**src/rtl/seq_bin_to_bcd_pkg.sv**
```systemverilog
// Shared definitions for the iterative binary-to-BCD converter and the display path.
// State encoding, blank digit code and default widths live here.
package seq_bin_to_bcd_pkg;

    localparam int DEFAULT_BIN_W  = 12;
    localparam int DEFAULT_DIGITS = 4;

    // Seven-segment driver treats this nibble as "segment off".
    localparam logic [3:0] BCD_BLANK = 4'hF;

    typedef enum logic [1:0] {
        ST_IDLE  = 2'd0,
        ST_SHIFT = 2'd1,
        ST_DONE  = 2'd2
    } state_t;

    function automatic int cnt_width(input int iterations);
        return $clog2(iterations + 1);
    endfunction

endpackage

```
**src/rtl/seq_bin_to_bcd_add3_cell.sv**
```systemverilog
// Double-dabble digit correction: a digit of 5 or more gets +3 before the shift.
// Purely combinational, one instance per BCD digit.
module bcd_add3_cell (
    input  logic [3:0] digit,
    output logic [3:0] fixed
);

    assign fixed = (digit >= 4'd5) ? digit + 4'd3 : digit;

endmodule

```
**src/rtl/seq_bin_to_bcd.sv**
```systemverilog
// Iterative double-dabble converter: one shift per cycle, registered BCD held between runs.
// Optional LEADING_ZERO_BLANK_EN replaces leading zero digits (never digit 0) with BCD_BLANK.
module seq_bin_to_bcd
    import seq_bin_to_bcd_pkg::*;
#(
    parameter int BIN_W  = DEFAULT_BIN_W,
    parameter int DIGITS = DEFAULT_DIGITS
) (
    input  logic                  clk,
    input  logic                  reset,
    input  logic                  start,
    input  logic [BIN_W-1:0]      bin,
    output logic                  busy,
    output logic                  done,
    output logic [4*DIGITS-1:0]   bcd
);

    localparam int SCR_W = 4 * DIGITS;
    localparam int CNT_W = cnt_width(BIN_W);

    state_t             state_reg, state_next;
    logic [CNT_W-1:0]   cnt_reg, cnt_next;
    logic [BIN_W-1:0]   shift_reg, shift_next;
    logic [SCR_W-1:0]   scratch_reg, scratch_next;
    logic [SCR_W-1:0]   bcd_reg, bcd_next;
    logic               busy_reg, busy_next;
    logic               done_reg, done_next;

    logic [SCR_W-1:0]       corr;
    logic [SCR_W+BIN_W-1:0] shifted;
    logic [SCR_W-1:0]       shifted_scratch;
    logic [SCR_W-1:0]       final_bcd;

    genvar gi;
    generate
        for (gi = 0; gi < DIGITS; gi++) begin : g_cell
            bcd_add3_cell u_cell (
                .digit (scratch_reg[4*gi +: 4]),
                .fixed (corr[4*gi +: 4])
            );
        end
    endgenerate

    // The corrected scratch can never carry into a bit above SCR_W, so the plain shift is exact.
    assign shifted         = {corr, shift_reg} << 1;
    assign shifted_scratch = shifted[SCR_W+BIN_W-1 -: SCR_W];

`ifdef LEADING_ZERO_BLANK_EN
    // zero_from[k] is set when digits k..DIGITS-1 of the final result are all zero.
    logic [DIGITS:1] zero_from;
    assign zero_from[DIGITS] = 1'b1;
    generate
        for (gi = 0; gi < DIGITS; gi++) begin : g_blank
            if (gi == 0) begin : g_ones
                assign final_bcd[3:0] = shifted_scratch[3:0];
            end else begin : g_upper
                if (gi < DIGITS) begin : g_chain
                    assign zero_from[gi] = zero_from[gi+1] && (shifted_scratch[4*gi +: 4] == 4'd0);
                end
                assign final_bcd[4*gi +: 4] = zero_from[gi] ? BCD_BLANK : shifted_scratch[4*gi +: 4];
            end
        end
    endgenerate
`else
    assign final_bcd = shifted_scratch;
`endif

    always_comb begin
        state_next   = state_reg;
        cnt_next     = cnt_reg;
        shift_next   = shift_reg;
        scratch_next = scratch_reg;
        bcd_next     = bcd_reg;
        case (state_reg)
            ST_IDLE: begin
                if (start) begin
                    shift_next   = bin;
                    scratch_next = '0;
                    cnt_next     = CNT_W'(BIN_W);
                    state_next   = ST_SHIFT;
                end
            end
            ST_SHIFT: begin
                {scratch_next, shift_next} = shifted;
                cnt_next = cnt_reg - CNT_W'(1);
                // Load the result on the last shift so done and bcd appear together.
                if (cnt_reg == CNT_W'(1)) begin
                    state_next = ST_DONE;
                    bcd_next   = final_bcd;
                end
            end
            ST_DONE: begin
                state_next = ST_IDLE;
            end
            default: begin
                state_next = ST_IDLE;
            end
        endcase
        busy_next = (state_next != ST_IDLE);
        done_next = (state_next == ST_DONE);
    end

    always_ff @(posedge clk) begin
        if (reset) begin
            state_reg   <= ST_IDLE;
            cnt_reg     <= '0;
            shift_reg   <= '0;
            scratch_reg <= '0;
            bcd_reg     <= '0;
            busy_reg    <= 1'b0;
            done_reg    <= 1'b0;
        end else begin
            state_reg   <= state_next;
            cnt_reg     <= cnt_next;
            shift_reg   <= shift_next;
            scratch_reg <= scratch_next;
            bcd_reg     <= bcd_next;
            busy_reg    <= busy_next;
            done_reg    <= done_next;
        end
    end

    assign busy = busy_reg;
    assign done = done_reg;
    assign bcd  = bcd_reg;

endmodule
```
**config.mk**
```make
export PLATFORM = sky130hd
export DESIGN_NAME = seq_bin_to_bcd
export DESIGN_NICKNAME = d
export VERILOG_FILES = /design/src/rtl/seq_bin_to_bcd_pkg.sv /design/src/rtl/seq_bin_to_bcd_add3_cell.sv /design/src/rtl/seq_bin_to_bcd.sv
export SDC_FILE = /design/constraint.sdc
export NUM_CORES = 1
export LEC_CHECK = 0
export CORE_UTILIZATION = 50
export DETAILED_ROUTE_END_ITERATION = 10
export GPL_TIMING_DRIVEN = 0
export PLACE_DENSITY = 0.83
export SYNTH_ARGS = -nofsm -noshare
export SYNTH_HDL_FRONTEND = slang
export SYNTH_SLANG_ARGS = --single-unit
```
**constraint.sdc**
```tcl
create_clock -name clk -period 1.9 [get_ports clk]
set_input_delay 0.475 -clock clk [delete_from_list [all_inputs] [get_ports clk]]
set_output_delay 0.475 -clock clk [all_outputs]
set_load 0.005 [all_outputs]
```
==> run summary <==
The count of pins over their slew limit came to 0. Combinational cells account for 11.5% of the total power. Dividing the final minimum period by the clock period gives 93.3%. The path class of the tightest hold or removal check is reg -> reg.

After detailed routing, the number of remaining DRC violations is 2. The insertion delay of the later-clocked pin in the worst-skew pair came out at 0.30 ns. The H-tree depth is 2.

For hold timing, the worst endpoint is scratch_reg[13]. The synthesis warning total came out at 0. The synthesized netlist occupies a cell area of 2440 um2. Counting I/O delays and the setup requirement, the final critical path takes 1.77 ns. After the last flow step, the layout net total stands at 348. The clock tree root buffer cell is sky130_fd_sc_hd__clkbuf_8. The startpoint of the worst register-to-register path is scratch_reg[8]. 0 antenna diodes ended up in the layout.

The core region is 4720 um2. After filler insertion, the fill cell instance count of the layout stands at 384. By startpoint and endpoint, the worst setup path is classified as in -> reg. The kind of start point of the critical path is an input port. The initial DRC count is 133. The number of cells on the worst hold path came out at 1. The mean instance size in the synthesized netlist is 8.59 um2. The count of final setup violators came out at 0.

The run finished, with violations left. The post-CTS resize count came out at 1. For the pin with the worst max-slew slack, the measured transition is 0.456 ns.

Walking the worst path, the cells encountered are clkdlybuf4s50_1 -> clkbuf_1 -> buf_2 -> nor3_1. The cell internal power dissipation is 1770 uW. The post-route worst hold slack came out at 0.468 ns. The stage delay of the slowest cell on the critical path came out at 0.64 ns.

The vias per cell came out at 5.35. The worst pin sits at a relative slew slack of 69.6%. The worst setup slack after layout is 0.128 ns. The peak clock frequency supported by timing is 0.564 GHz.

The chip width came out at 71.9 um. The sort of element at the end of the critical path is a register. The data required time of the critical path is 2.08 ns.

Net switching is 22.8% of the power. Dividing total power by cell area gives a power density of 771 nW/um2. Data arrives at the worst endpoint at 1.96 ns. From synthesis to final layout, the design area changed by 21.9%.

The leakage power of the design is 0.00112 uW. The standard cell with the maximum stage delay on the critical path is sky130_fd_sc_hd__clkdlybuf4s50_1. The number of buffers inserted for hold repair after clock tree synthesis came out at 0. Entering global routing, the biggest net connects 16 pins.

The wire length per cell after detailed routing came out at 13.6 um. The number of hold-slack violations in the final timing report is 0. The global placement routability congestion is 0.791. The detailed-routing iteration count for the pre-antenna-repair pass came out at 7. The TritonCTS sink count came out at 52. The non-filler instance count after layout is 390. After clock tree synthesis, the clock-pin slew on the worst setup and hold paths is 0.09 ns.

Total power for the finished layout comes to 2290 uW. The highest ir drop seen on vdd came out at 450 uV. The tool flagged a number of max-cap violations equal to 0. The number of nets in the synthesized netlist came out at 309.

The count of nets left with antenna violations after detail routing came out at 0. In this run, the clock network consumes 38.1% of the power. The switching power of the nets came out at 522 uW. The post-synthesis cell type count came out at 34. The fraction of layout cells with a size suffix above 1 came out at 9.91%.

The first-pass GRT wire length is 8.95 mm. The sequential fraction of the synthesis area came out at 42.7%. The floorplan die height is 71.9 um. The detailed-route via count is 2085. The total global routing overflow came out at 0. The CTS buffer count came out at 5. The initial utilization of the core area, before any placement, comes to 51.7%.

The count of boundary I/O pins is 33. Once layout is complete, the utilization of the core stands at 63.0%. The final worst clock skew came out at 0.00801 ns. The biggest fanout along the worst timing path is 10. The floorplan has 25 rows. The number of global-route vias before repair came out at 1900. The count of buffers from port buffering is 32. Setup repair after global routing left no endpoint under its margin.

The number of antenna violations at the first check in global routing came out at 0. The wire-length estimate of the detail-placed layout is 3.63 mm. The sequential share of power came out at 50.5%.

The clock tree from TritonCTS is built. The total placed cells including tap cells is 383. The maximum number of buffers from clock root to sink is 2.

The origin of the worst min-delay path is scratch_reg[13]. After technology mapping, the gate count stands at 284. The final reports fail on DRC. The length in cells of the worst reg-to-reg path is 6. The total wirelength of the detailed-routed design came out at 5.32 mm.

Global routing consumed, over all layers together, 22.1% of the routing resources. The worst register-to-register path ends at bcd[10]. The worst-case register-to-register setup slack is 0.23 ns. The number of setup buffers added after CTS is 0. The floorplan die area is 5160 um2.

The number of storage elements in the synthesis netlist is 52. The placement-stage worst setup slack is -0.342 ns.
## critical path, delay by kind of cell
| family | cells | cell delay, ns |
|---|---|---|
| buffers and inverters | 3 | 1.38 |
| and+or+nand+nor | 1 | 0.10 |
## cells in the final DEF (no fill, tap or decap), types with 3 or more instances in the layout
cell and n:
sky130_fd_sc_hd__ha_1 10, sky130_fd_sc_hd__a21oi_1 24, sky130_fd_sc_hd__xnor2_1 4, sky130_fd_sc_hd__mux2_2 3, sky130_fd_sc_hd__clkbuf_1 4, sky130_fd_sc_hd__o2bb2ai_1 9
sky130_fd_sc_hd__buf_2 7, sky130_fd_sc_hd__a211oi_2 3, sky130_fd_sc_hd__o22ai_1 6, sky130_fd_sc_hd__o21ai_0 9, sky130_fd_sc_hd__clkbuf_8 5, sky130_fd_sc_hd__nand2_1 3
sky130_fd_sc_hd__inv_1 13, sky130_fd_sc_hd__dfxtp_1 52, sky130_fd_sc_hd__nor2b_1 10, sky130_fd_sc_hd__buf_6 4, sky130_fd_sc_hd__nor3b_1 10, sky130_fd_sc_hd__nand3_1 4
sky130_fd_sc_hd__a211oi_1 8, sky130_fd_sc_hd__clkdlybuf4s50_1 32, sky130_fd_sc_hd__nand2b_1 13, sky130_fd_sc_hd__nor3_1 19, sky130_fd_sc_hd__nor2_1 51
## worst max-delay path by stage
stage                         startpoint            to  slack (ns)  cells after the start
after global placement             reset  shift_reg[3]       -0.32                      4
after floorplan           scratch_reg[8]       bcd[10]        0.45                      6
after detailed placement           reset  shift_reg[7]       -0.34                      4
final                              reset        bcd[3]        0.13                      4
after CTS                          reset    cnt_reg[0]        0.01                      4
after global routing               reset        bcd[7]        0.07                      4
## final cells by class
| type | instances | area (um2) | share of cell area (%) |
|---|---|---|---|
| clock buffer | 5 | 68.8 | 2.31 |
| sequential | 52 | 1040 | 35.0 |
| buffer | 18 | 113 | 3.78 |
| inverter | 13 | 48.8 | 1.64 |
| multi-input combinational | 201 | 1240 | 41.7 |
| timing repair buffer | 32 | 320 | 10.8 |
| tap | 67 | 83.8 | 2.82 |
| clock inverter | 2 | 60.1 | 2.02 |
## synth_stat cells
library cell                instances  share of area [%]
sky130_fd_sc_hd__a22o_1             2               0.72
sky130_fd_sc_hd__xnor2_1            4                1.4
sky130_fd_sc_hd__o21ai_0            9                1.8
sky130_fd_sc_hd__nor3b_2            1               0.51
sky130_fd_sc_hd__nor2_1            51                7.8
sky130_fd_sc_hd__dfxtp_1           52                 43
sky130_fd_sc_hd__a21oi_2            1               0.36
sky130_fd_sc_hd__nor3b_1           10                3.1
sky130_fd_sc_hd__mux2_2             3                1.4
sky130_fd_sc_hd__nor2_2             1               0.26
sky130_fd_sc_hd__mux2i_1            1               0.41
sky130_fd_sc_hd__nand2_1            3               0.46
sky130_fd_sc_hd__nand3_1            4               0.82
sky130_fd_sc_hd__nor2b_1           10                2.6
sky130_fd_sc_hd__a21o_1             2               0.62
sky130_fd_sc_hd__or2_1              1               0.26
sky130_fd_sc_hd__ha_1              10                5.1
sky130_fd_sc_hd__inv_1             13                2.0
sky130_fd_sc_hd__a32oi_1            1               0.36
sky130_fd_sc_hd__a22oi_1            1               0.31
sky130_fd_sc_hd__nand2b_1          13                3.3
sky130_fd_sc_hd__o22ai_1            6                1.5
sky130_fd_sc_hd__a21oi_1           24                4.9
sky130_fd_sc_hd__nor3_1            19                3.9
sky130_fd_sc_hd__o2bb2ai_1          9                3.2
sky130_fd_sc_hd__nand3b_1           2               0.62
sky130_fd_sc_hd__buf_2              7                1.4
sky130_fd_sc_hd__clkbuf_1           6               0.92
sky130_fd_sc_hd__a211oi_1           8                2.5
sky130_fd_sc_hd__a211oi_2           3                1.5
sky130_fd_sc_hd__nor2b_4            1               0.56
sky130_fd_sc_hd__buf_6              4                1.8
sky130_fd_sc_hd__buf_4              1               0.31
sky130_fd_sc_hd__and2_4             1               0.36
## routing by layer
layer	global-route usage (%)	share of wire (%)	vias to the layer above
li1	-	-	1055
met1	30.5	47	978
met2	35.0	48	43
met3	4.22	3.0	9
met4	6.75	1.5	0
met5	0	0	-
## stage by stage
stage	area, um2	setup TNS [ns]
detailed placement	2840	-7.99
floorplan	2440	0
finish	2980	0
global route	2980	0
global placement	2840	-7.84
CTS	2970	0
## kinds of logic after synthesis
| group | after synthesis | synth area share [%] |
|---|---|---|
| buffers and inverters | 31 | 6.51 |
| adder cells (fa/ha/maj) | 10 | 5.13 |
| flip-flops | 52 | 42.7 |
| multiplexers | 4 | 1.79 |
| XOR/XNOR | 4 | 1.44 |
| AND/OR/NAND/NOR | 117 | 24.6 |
| AO/OA/AOI/OAI | 66 | 17.9 |
## power by group through the flow
stage / sequential [uW] / combinational (uW) / clock (uW)
6_report: 1160 / 263 / 873
2_1_floorplan: 1180 / 173 / 0
4_1_cts: 1160 / 262 / 883
3_3_place_gp: 1180 / 254 / 0
5_1_grt: 1160 / 294 / 942
3_5_place_dp: 1180 / 261 / 0
Note: power is estimated with default switching activity, not from simulation.
